===== src/rtl/disp_scan_ctrl.sv =====
// disp_scan_ctrl
// Scan controller for an 8-digit seven-segment display. It holds a
// double-buffered hex word with per-digit blank and decimal-point masks, and
// steps the active digit once every SCAN_DIV clocks. New data sits in a stage
// register and moves into the displayed (shadow) copy only at a frame wrap,
// or at once while scanning is disabled. A frame therefore never mixes old
// and new data.
//
// Ports
//   clk        system clock, rising edge
//   rst        asynchronous reset, active-high
//   en         scan enable
//   data_in    8 hex nibbles; digit k = data_in[4k+3:4k]
//   blank_in   per-digit blank mask, 1 = dark
//   dp_in      per-digit decimal point, 1 = lit
//   load       one-cycle request to take data_in/blank_in/dp_in
//   load_ack   one-cycle pulse in the cycle the shadow copy commits
//   sel        current digit index (display mux select)
//   an         anodes, active-low
//   nibble     hex nibble of the current digit
//   dp         decimal point of the current digit, active-low
//   frame_done one-cycle pulse as sel wraps from 7 to 0
module disp_scan_ctrl #(
  parameter int SCAN_DIV = 100000,
  parameter int CNT_W    = 24
) (
  input  logic        clk,
  input  logic        rst,
  input  logic        en,
  input  logic [31:0] data_in,
  input  logic [7:0]  blank_in,
  input  logic [7:0]  dp_in,
  input  logic        load,
  output logic        load_ack,
  output logic [2:0]  sel,
  output logic [7:0]  an,
  output logic [3:0]  nibble,
  output logic        dp,
  output logic        frame_done
);

  localparam logic [CNT_W-1:0] CNT_LAST = CNT_W'(SCAN_DIV - 1);

  logic [CNT_W-1:0] cnt_q, cnt_d;
  logic [2:0]       sel_q, sel_d;
  logic             pend_q, pend_d;
  logic [31:0]      stg_data_q, stg_data_d;
  logic [7:0]       stg_blank_q, stg_blank_d;
  logic [7:0]       stg_dp_q, stg_dp_d;
  logic [31:0]      sh_data_q, sh_data_d;
  logic [7:0]       sh_blank_q, sh_blank_d;
  logic [7:0]       sh_dp_q, sh_dp_d;
  logic             load_ack_q, load_ack_d;
  logic             frame_done_q, frame_done_d;

  logic tick;
  logic wrap;
  logic commit;

  always_comb begin
    tick   = en && (cnt_q == CNT_LAST);
    wrap   = tick && (sel_q == 3'd7);
    commit = pend_q && (wrap || !en);

    cnt_d        = '0;
    sel_d        = sel_q;
    pend_d       = pend_q;
    stg_data_d   = stg_data_q;
    stg_blank_d  = stg_blank_q;
    stg_dp_d     = stg_dp_q;
    sh_data_d    = sh_data_q;
    sh_blank_d   = sh_blank_q;
    sh_dp_d      = sh_dp_q;
    load_ack_d   = commit;
    frame_done_d = wrap;

    if (en && !tick)
      cnt_d = cnt_q + CNT_W'(1);

    if (tick)
      sel_d = sel_q + 3'd1;

    if (load) begin
      stg_data_d  = data_in;
      stg_blank_d = blank_in;
      stg_dp_d    = dp_in;
      pend_d      = 1'b1;
    end

    // A load landing in the commit cycle bypasses the stage register so
    // the freshest data is what becomes visible; pending still clears.
    if (commit) begin
      sh_data_d  = load ? data_in  : stg_data_q;
      sh_blank_d = load ? blank_in : stg_blank_q;
      sh_dp_d    = load ? dp_in    : stg_dp_q;
      pend_d     = 1'b0;
    end
  end

  always_ff @(posedge clk or posedge rst) begin
    if (rst) begin
      cnt_q        <= '0;
      sel_q        <= 3'd0;
      pend_q       <= 1'b0;
      stg_data_q   <= 32'd0;
      stg_blank_q  <= 8'hFF;
      stg_dp_q     <= 8'd0;
      sh_data_q    <= 32'd0;
      sh_blank_q   <= 8'hFF;
      sh_dp_q      <= 8'd0;
      load_ack_q   <= 1'b0;
      frame_done_q <= 1'b0;
    end else begin
      cnt_q        <= cnt_d;
      sel_q        <= sel_d;
      pend_q       <= pend_d;
      stg_data_q   <= stg_data_d;
      stg_blank_q  <= stg_blank_d;
      stg_dp_q     <= stg_dp_d;
      sh_data_q    <= sh_data_d;
      sh_blank_q   <= sh_blank_d;
      sh_dp_q      <= sh_dp_d;
      load_ack_q   <= load_ack_d;
      frame_done_q <= frame_done_d;
    end
  end

  logic lit;

  always_comb begin
    lit    = en && !sh_blank_q[sel_q];
    an     = lit ? ~(8'b1 << sel_q) : 8'hFF;
    nibble = sh_data_q[{sel_q, 2'b00} +: 4];
    dp     = ~(sh_dp_q[sel_q] && lit);
  end

  assign sel        = sel_q;
  assign load_ack   = load_ack_q;
  assign frame_done = frame_done_q;

endmodule


===== config.mk =====
export PLATFORM = sky130hd
export DESIGN_NAME = disp_scan_ctrl
export DESIGN_NICKNAME = d
export VERILOG_FILES = /design/src/rtl/disp_scan_ctrl.sv
export SDC_FILE = /design/constraint.sdc
export NUM_CORES = 1
export LEC_CHECK = 0
export ABC_AREA = 1
export BUFFER_PORTS_ARGS = -buffer_cell sky130_fd_sc_hd__clkbuf_2
export CAP_MARGIN = 20
export CORE_MARGIN = 3
export CORE_UTILIZATION = 50
export CTS_BUF_LIST = sky130_fd_sc_hd__clkbuf_16
export DETAILED_ROUTE_END_ITERATION = 8
export PLACE_DENSITY_LB_ADDON = 0.25
export SLEW_MARGIN = 10
export SYNTH_ARGS = -nofsm -noshare
export SYNTH_HDL_FRONTEND = slang
export SYNTH_SLANG_ARGS = --single-unit

===== constraint.sdc =====
create_clock -name clk -period 4.3 [get_ports clk]
set_input_delay 0.43 -clock clk [delete_from_list [all_inputs] [get_ports clk]]
set_output_delay 0.43 -clock clk [all_outputs]
set_load 0.005 [all_outputs]

# == Yosys cells after proc, flatten, opt, wreduce, memory -nomap -nowiden ==
# Index checks and enable logic that the tools add are counted.
# totals
wordCells,42
reg_bits,126
out_inout_bits,18
in_bits,52
# op_classes
n_bitwise,2
shift,2
reduce_logical,11
muxes,11
n_eq_ne,2
n_addsub,2
n_lt_le_gt_ge,1
# ops
cell,n
2-to-1 mux 32 bit,1
variable part select 32 x 6 -> 4 bit,1
"adder 24 x 1 -> 24 bit, second input constant",1
"== test 24 x 17 -> 1 bit, second input constant",1
2-to-1 mux 24 bit,1
2-to-1 mux 8 bit,3
NOT 8 bit,1
"<< shifter 1 x 3 -> 8 bit, first input constant",1
binary-select mux 1 bit (select 3 bit),2
logical AND 1 bit,6
"less-than comparator 3 x 4 -> 1 bit, second input constant",1
2-to-1 mux 1 bit,4
"adder 3 x 1 -> 3 bit, second input constant",1
"== test 3 bit, second input constant",1
zero test 1 bit,3
nonzero test 2 bit,1
logical OR 1 bit,1
NOT 1 bit,1

# == Longest topological paths before layout ==
# Gate-level depths: netlist of run 1.
# depth
word_depth,6
depth_mapped,11
mapped_depth_nobuf,9

# == Worst setup path after synthesis of run 1 ==
# No wires, ideal clock.
# synth_path
path_kind,register -> output
from,register sel_q[0] (netlist: sel[0])
to,output dp
path_stages_with_launch,9
setup_slack_ns,2.460
required_ns,3.870
path_buffers,1
arrival_time_ns,1.410
path_cell_list,dfrtp_1 > clkbuf_1 > inv_1 > nand2_1 > nand3_1 > nand3_1 > nand2_1 > a21oi_1 > nand3_1
# synth_between
elab_chain_len,6
word_cells_on_any_way,8
cone_classes,mux (4); bitwise (1); reduce/logical (3)
# synth_rtl
item,line_no,rtl
from (decl),45,"logic [2:0] sel_q, sel_d;"
from (signal assigned),115,sel_q <= sel_d;
binary-select mux 1 bit (select 3 bit),131,lit = en && !sh_blank_q[sel_q];
2-to-1 mux 1 bit (not written as such),131,
zero test 1 bit,131,
logical AND 1 bit,131,
logical AND 1 bit (*),134,dp = ~(sh_dp_q[sel_q] && lit);
NOT 1 bit (*),134,
to (decl),38,"output logic dp,"
# Mark *: on every way between the ends. The rest lies on a longest branch, timed or not. The select of a mux whose other input is x is not followed.

# == Worst setup path after layout of run 1 ==
# layout_path
from,register sel_q[0] (netlist: sel[0])
to,output an[2]
# layout_between
elab_chain_len,5
word_cells_on_any_way,7
cone_classes,shift (1); mux (3); bitwise (1); reduce/logical (2)
# layout_rtl
item,line_no,rtl
binary-select mux 1 bit (select 3 bit),131,
2-to-1 mux 1 bit (not written as such),131,
zero test 1 bit,131,
logical AND 1 bit,131,
2-to-1 mux 8 bit (*),132,an = lit ? ~(8'b1 << sel_q) : 8'hFF;
to (decl),36,"output logic [7:0] an,"
# Marked as above.

==> run metrics, run 1 <==
Layout Area Growth over Synthesis 17.9%; FF-to-FF Start sel[0]; Final nets roughly 770; fin util between 60% and 70%; # port buffers a little under 70; total gr overflow 0; Clock transition at path regs approximately 0.06 ns; Routed WL around 14000 um; Pleak approximately 3.3 nW; crit path cell chain inv_1, nand2_1, nand3_1, nand3_1, nand2_1, a21oi_1, nand3_1, clkbuf_2; clock root buffer clkbuf_16; TNS Setup 0 ns; Syn Inst Count about 650; crit share post-route between 80% and 90%; MaxCap Viol Count 0; Avg Synthesized Cell Area around 9.1 um2; first-pass GRT wire length between 20000 and 25000 um; final clock skew approximately 0.0064 ns; fmax about 280 MHz; Via density 5.35; CTS tree built; # DRC 0; drt wl/cell about 16 um; Global Route Usage Sum 22.4%; DR iter-0 viols 328; postcts setup bufs 0; RSZ-0062 raised after global routing false; Initial DRT Pass Iterations 5; number of synthesized register bits 126; Min Clock Period, post-route 3.61 ns; run status finished, final reports clean; Skew-Pair Late Insertion Delay ~0.42 ns; hold buffers post-CTS 0; Power Total approximately 0.0034 W; CTS H-tree lvls 4; Peak supply drop around 350 uV; Setup Viol. Count Final 0; Req. time, crit path around 3.9 ns; EDFF count, synth 0; CTS sink cnt around 130; most frequent CP cell nand3_1; PostCTS Resize Cnt 0; Num CTS Buffers 17; cell row count 38; Worst R2R Path Depth 7; crit path max fanout 29; RD Place Congestion ~0.86; Hold Fails Final Rpt 0; number of diodes 0; # IOs 70; net count of the mapped netlist between 700 and 800; CP endpoint kind output pin; vias in the first global route 4661; Startpoint Class flip-flop; initial antenna violation count 0; worst slew pin tran ~0.90 ns; Post-DP HPWL 9300 um; Die Ht between 100 and 150 um; Die Wd roughly 110 um; share of cells above drive strength 1 between 20 and 25%; top_reg_cell synth dfrtp_1; max_slew headroom between 40% and 50%; Pwr Density 490 mW/mm2; worst setup path category flip-flop to output pin; Slowest Stage Delay on Critical Path between 0.9 and 1 ns; Slew Limit Fails 0; register area share after synthesis a little over half; Fillers 967; slowest CP cell dfrtp_1; synth unique cells 27; core box area between 0.01 and 0.015 mm2; crit path DAT 3.18 ns; HP Class input pin to async pin; full die area between 0.01 and 0.015 mm2; Vias 4599; pin count of the biggest net entering global routing 50; synthesized area about 0.0059 mm2; antenna-violating nets left 0; fraction of registers with async set/reset 100%; Starting Density a little over half; CTS Buffer Depth 2; synth warn 0; CP startpoint sel[0]
layout by cell type, fill, tap and decap left out:
cell and instances:
clkinv_1 2, inv_1 26, clkbuf_16 17, xor2_1 9, nand3_1 69, clkbuf_2 69, nor3b_1 1, bufinv_16 5
inv_2 6, a32o_1 2, nor3_1 11, nand2_1 175, ha_1 7, inv_4 1, xnor2_1 4, mux2_2 48
clkinv_2 1, nand2_2 1, buf_12 1, nor2_1 85, nand4_1 5, dfstp_2 16, o21bai_4 1, inv_6 3
dfrtp_1 110, nand3b_1 3, clkinvlp_4 2, a21oi_1 7, nand3_2 1, o21ai_0 18, clkinv_4 1, o22ai_1 9
buf_4 4
cells in the mapped netlist, types with 9 or more instances:
master	instances	area [um2]
clkbuf_1	14	52.6
nand2_1	175	657
o21ai_0	18	90.1
dfrtp_1	110	2750
inv_1	26	97.6
nor3_1	11	55.1
xor2_1	9	78.8
dfstp_2	16	420
mux2_2	48	541
nor2_1	85	319
nand3_1	69	345
o22ai_1	9	56.3
buf_2	9	45.0
power breakdown:
group          total [W]  internal (W)  switching, W
Sequential       0.00145       0.00136     0.0000913
Combinational   0.000382      0.000155      0.000227
Clock            0.00156       0.00103      0.000534
Total            0.00339       0.00254      0.000852
flip-flops by register name, indices dropped and copies added (netlist names):
| register | count |
|---|---|
| stg_blank_q | 8 |
| stg_data_q | 32 |
| stg_dp_q | 8 |
| sh_data_q | 32 |
| cnt_q | 24 |
| sh_blank_q | 8 |
| frame_done | 1 |
| load_ack | 1 |
| pend_q | 1 |
| sel | 3 |
| sh_dp_q | 8 |
cell type report:
| class | instances | area [um2] | area share, % |
|---|---|---|---|
| flip-flops and latches | 126 | 3170 | 45.8 |
| clock buffers | 17 | 425 | 6.14 |
| clock inverters | 15 | 216 | 3.13 |
| repair buffers | 74 | 395 | 5.71 |
| inverters | 32 | 123 | 1.77 |
| multi-input cells | 456 | 2420 | 34.9 |
| well taps | 140 | 175 | 2.53 |
worst paths after layout:
kind / slack, ns / to
min in group clk: 0.26 / stg_data_q[3]
max in group asynchronous: 3.26 / stg_blank_q[1]
hold reg to reg: 0.46 / sh_blank_q[6]
hold / removal: 0.08 / sh_dp_q[7]
setup / recovery: 0.69 / an[2]
setup reg to reg: 1.18 / sh_data_q[23]
worst max-delay path, delay by kind of cell (launching register included):
family	cells	cell delay, ns
DFF	1	0.91
buffers and inverters	2	0.74
and+or+nand+nor	5	0.59
AOI/OAI and AO/OA	1	0.51
stage by stage:
stage	setup slack (ns)	instance area [um2]	hold slack (ns)	instances
4_1_cts	0.708	6900	0.0928	859
5_1_grt	0.271	6920	0.136	860
3_5_place_dp	1.17	6260	0.453	827
2_1_floorplan	0.541	5870	0.437	645
6_report	0.694	6920	0.0839	860
3_3_place_gp	1.30	6260	0.455	827
metal layers:
layer	track usage, %	up-vias	share of wire (%)
met5	0	-	0
met4	9.50	0	2.3
met3	5.50	25	5.4
met2	34.6	128	47
met1	30.1	2217	45
li1	-	2229	-
logic make-up after synthesis:
logic type                 Yosys count  share of synthesized area (%)
AOI/OAI and AO/OA                   37                           3.75
xor gates and xnor gates            13                           1.94
adders and majority gates            7                           1.49
buffers and inverters               63                           4.80
DFF                                126                           54.0
muxes                               48                           9.21
and+or+nand+nor                    351                           24.8
Note: power is estimated with default switching activity, not from simulation.
==> run 2: changes to the inputs <==
==> constraint.sdc (replaced) <==
create_clock -name clk -period 3.6 [get_ports clk]
set_input_delay 0.36 -clock clk [delete_from_list [all_inputs] [get_ports clk]]
set_output_delay 0.36 -clock clk [all_outputs]
set_load 0.005 [all_outputs]
==> run 2 against run 1 <==
  * Final cell count unchanged
  * Die area did not move
  * Worst hold slack improved by 0.048 ns
  * Clock power up 11%
  * Combinational power rose by 20%
  * Highest routed layer unchanged
==> run metrics, run 2 (synthesis results as in run 1) <==
run status finished, final reports clean; Die Ht 114 um (unchanged); CP startpoint sel[0]; vias in the first global route 4684 (+0.49%); Post-DP HPWL 8780 um (-5.6%); FF-to-FF Start sel[1]; # port buffers 69 (unchanged); MaxCap Viol Count 0 (unchanged); R2R setup slack 0.72 ns (-0.46 ns); drt wl/cell 15.3 um (-3.4%); worst slew pin tran 0.858 ns (-0.0374 ns); initial antenna violation count 0 (unchanged); # DRC 0 (unchanged); Fillers 933 (-3.5%); pin count of the biggest net entering global routing 127 (+150%); Pleak 3.24 nW (-0.67%); Via density 5.32 (-0.52%); R2R Path End sh_dp_q[7]; Global Route Usage Sum 21.9% (-0.51 points); crit share post-route 83.1%; share of cells above drive strength 1 24.7% (+0.14 points); Clock transition at path regs 0.06 ns (about the same); cell row count 38 (unchanged); TNS Setup 0 ns (unchanged); Startpoint Class flip-flop; first-pass GRT wire length 22500 um (-0.85%); RD Place Congestion 0.978 (+14%); CP endpoint kind output pin; final clock skew 0.00570 ns (-0.000747 ns); Num CTS Buffers 17 (unchanged); Min Clock Period, post-route 2.99 ns; Hold Fails Final Rpt 0 (unchanged); full die area 0.0131 mm2 (unchanged); clock root buffer clkbuf_16; Worst R2R Path Depth 7 (unchanged); number of diodes 0 (unchanged); RSZ-0062 raised after global routing false; antenna-violating nets left 0 (unchanged); hold slack final 0.132 ns (+0.0484 ns); CTS Buffer Depth 2 (unchanged); crit path DAT 2.63 ns (-0.55 ns); max_slew headroom 42.6% (+2.5 points); worst setup path category flip-flop to output pin; total gr overflow 0 (unchanged); CTS sink cnt 126 (unchanged); Skew-Pair Late Insertion Delay 0.41 ns (about the same); Layout Cells excl Fill 860 (unchanged); placed insts 827 (unchanged); Die Wd 114 um (unchanged); core box area 0.0112 mm2 (unchanged); Vias 4575 (-0.52%); CTS H-tree lvls 4 (unchanged); PostCTS Resize Cnt 0 (unchanged); fmax 334 MHz; Final nets 766 (unchanged); DR iter-0 viols 344 (+4.9%); Req. time, crit path 3.24 ns (-0.63 ns); postcts setup bufs 0 (unchanged); most frequent cells in the layout nand2_1, dfrtp_1, nor2_1, nand3_1, clkbuf_2; # IOs 70 (unchanged); most common cell after layout, fill and taps aside nand2_1; crit path max fanout 26 (-10%); CTS tree built; Setup Viol. Count Final 0 (unchanged); Initial DRT Pass Iterations 5 (unchanged); Layout Area Growth over Synthesis 17.4%; Largest regs sh_data_q x32, stg_data_q x32, cnt_q x24; Peak supply drop 371 uV (+6.1%); Pwr Density 567 mW/mm2 (+16%); Slew Limit Fails 0 (unchanged); HP Class input pin to async pin; Starting Density 52.5% (unchanged); Routed WL 13200 um (-3.4%); hold buffers post-CTS 0 (unchanged)
run 2: cell count changes in the layout (fill, tap and decap cells not counted):
cell / previous run / this run
buf_12: 1 / 2
buf_2: 0 / 1
buf_4: 4 / 3
bufinv_16: 5 / 3
clkbuf_2: 69 / 68
clkinv_1: 2 / 1
clkinv_2: 1 / 3
clkinvlp_4: 2 / 4
inv_4: 1 / 0
run 2: worst max-delay path by stage:
stage / endpoint / slack (ns) / cells after the start
2_1_floorplan: cnt_q[0] / 1.70 / 1
3_3_place_gp: pend_q / 0.85 / 7
3_5_place_dp: sh_data_q[13] / 0.74 / 8
4_1_cts: dp / 0.61 / 8
5_1_grt: dp / 0.36 / 8
6_report: dp / 0.61 / 8
run 2: metrics by stage:
step / cell area, um2 / utilization, % / worst slack (ns) / power [W]
after global routing: 6890 / 61.7 / 0.362 / 0.00410
after floorplan: 5870 / - / 1.70 / 0.00205
after global placement: 6280 / 56.2 / 0.849 / 0.00218
after detailed placement: 6280 / 56.2 / 0.742 / 0.00220
after CTS: 6870 / 61.5 / 0.614 / 0.00393
final: 6890 / 61.7 / 0.609 / 0.00391
run 2: cell type report:
class	instances	area [um2]	share of cell area, %
timing repair buffer	74	408	5.92
clock buffer	17	425	6.17
clock inverter	15	170	2.47
sequential	126	3170	46.0
multi-input combinational	456	2420	35.1
inverter	32	124	1.80
tap	140	175	2.54
run 2: layer usage:
layer	track usage, %	vias up	wire [um]	part of all wire [%]
li1	-	2228	-	-
met1	29.9	2187	5910	45
met2	34.4	144	6250	48
met3	6.29	16	849	6.5
met4	5.86	0	147	1.1
met5	0	-	0	0
run 2: report_power, final:
part           switching [W]  internal [W]  total, W
Clock               0.000643       0.00109   0.00173
Sequential         0.0000973       0.00162   0.00172
Combinational       0.000271      0.000187  0.000458
Total                0.00101       0.00289   0.00391
run 2: critical path: stages (launching register included):
cell and delay (ns):
dfrtp_1 0.54, inv_1 0.43, nand2_1 0.16, nand3_1 0.08
nand3_1 0.16, nand2_1 0.06, a21oi_1 0.45, nand3_1 0.18
clkbuf_2 0.14
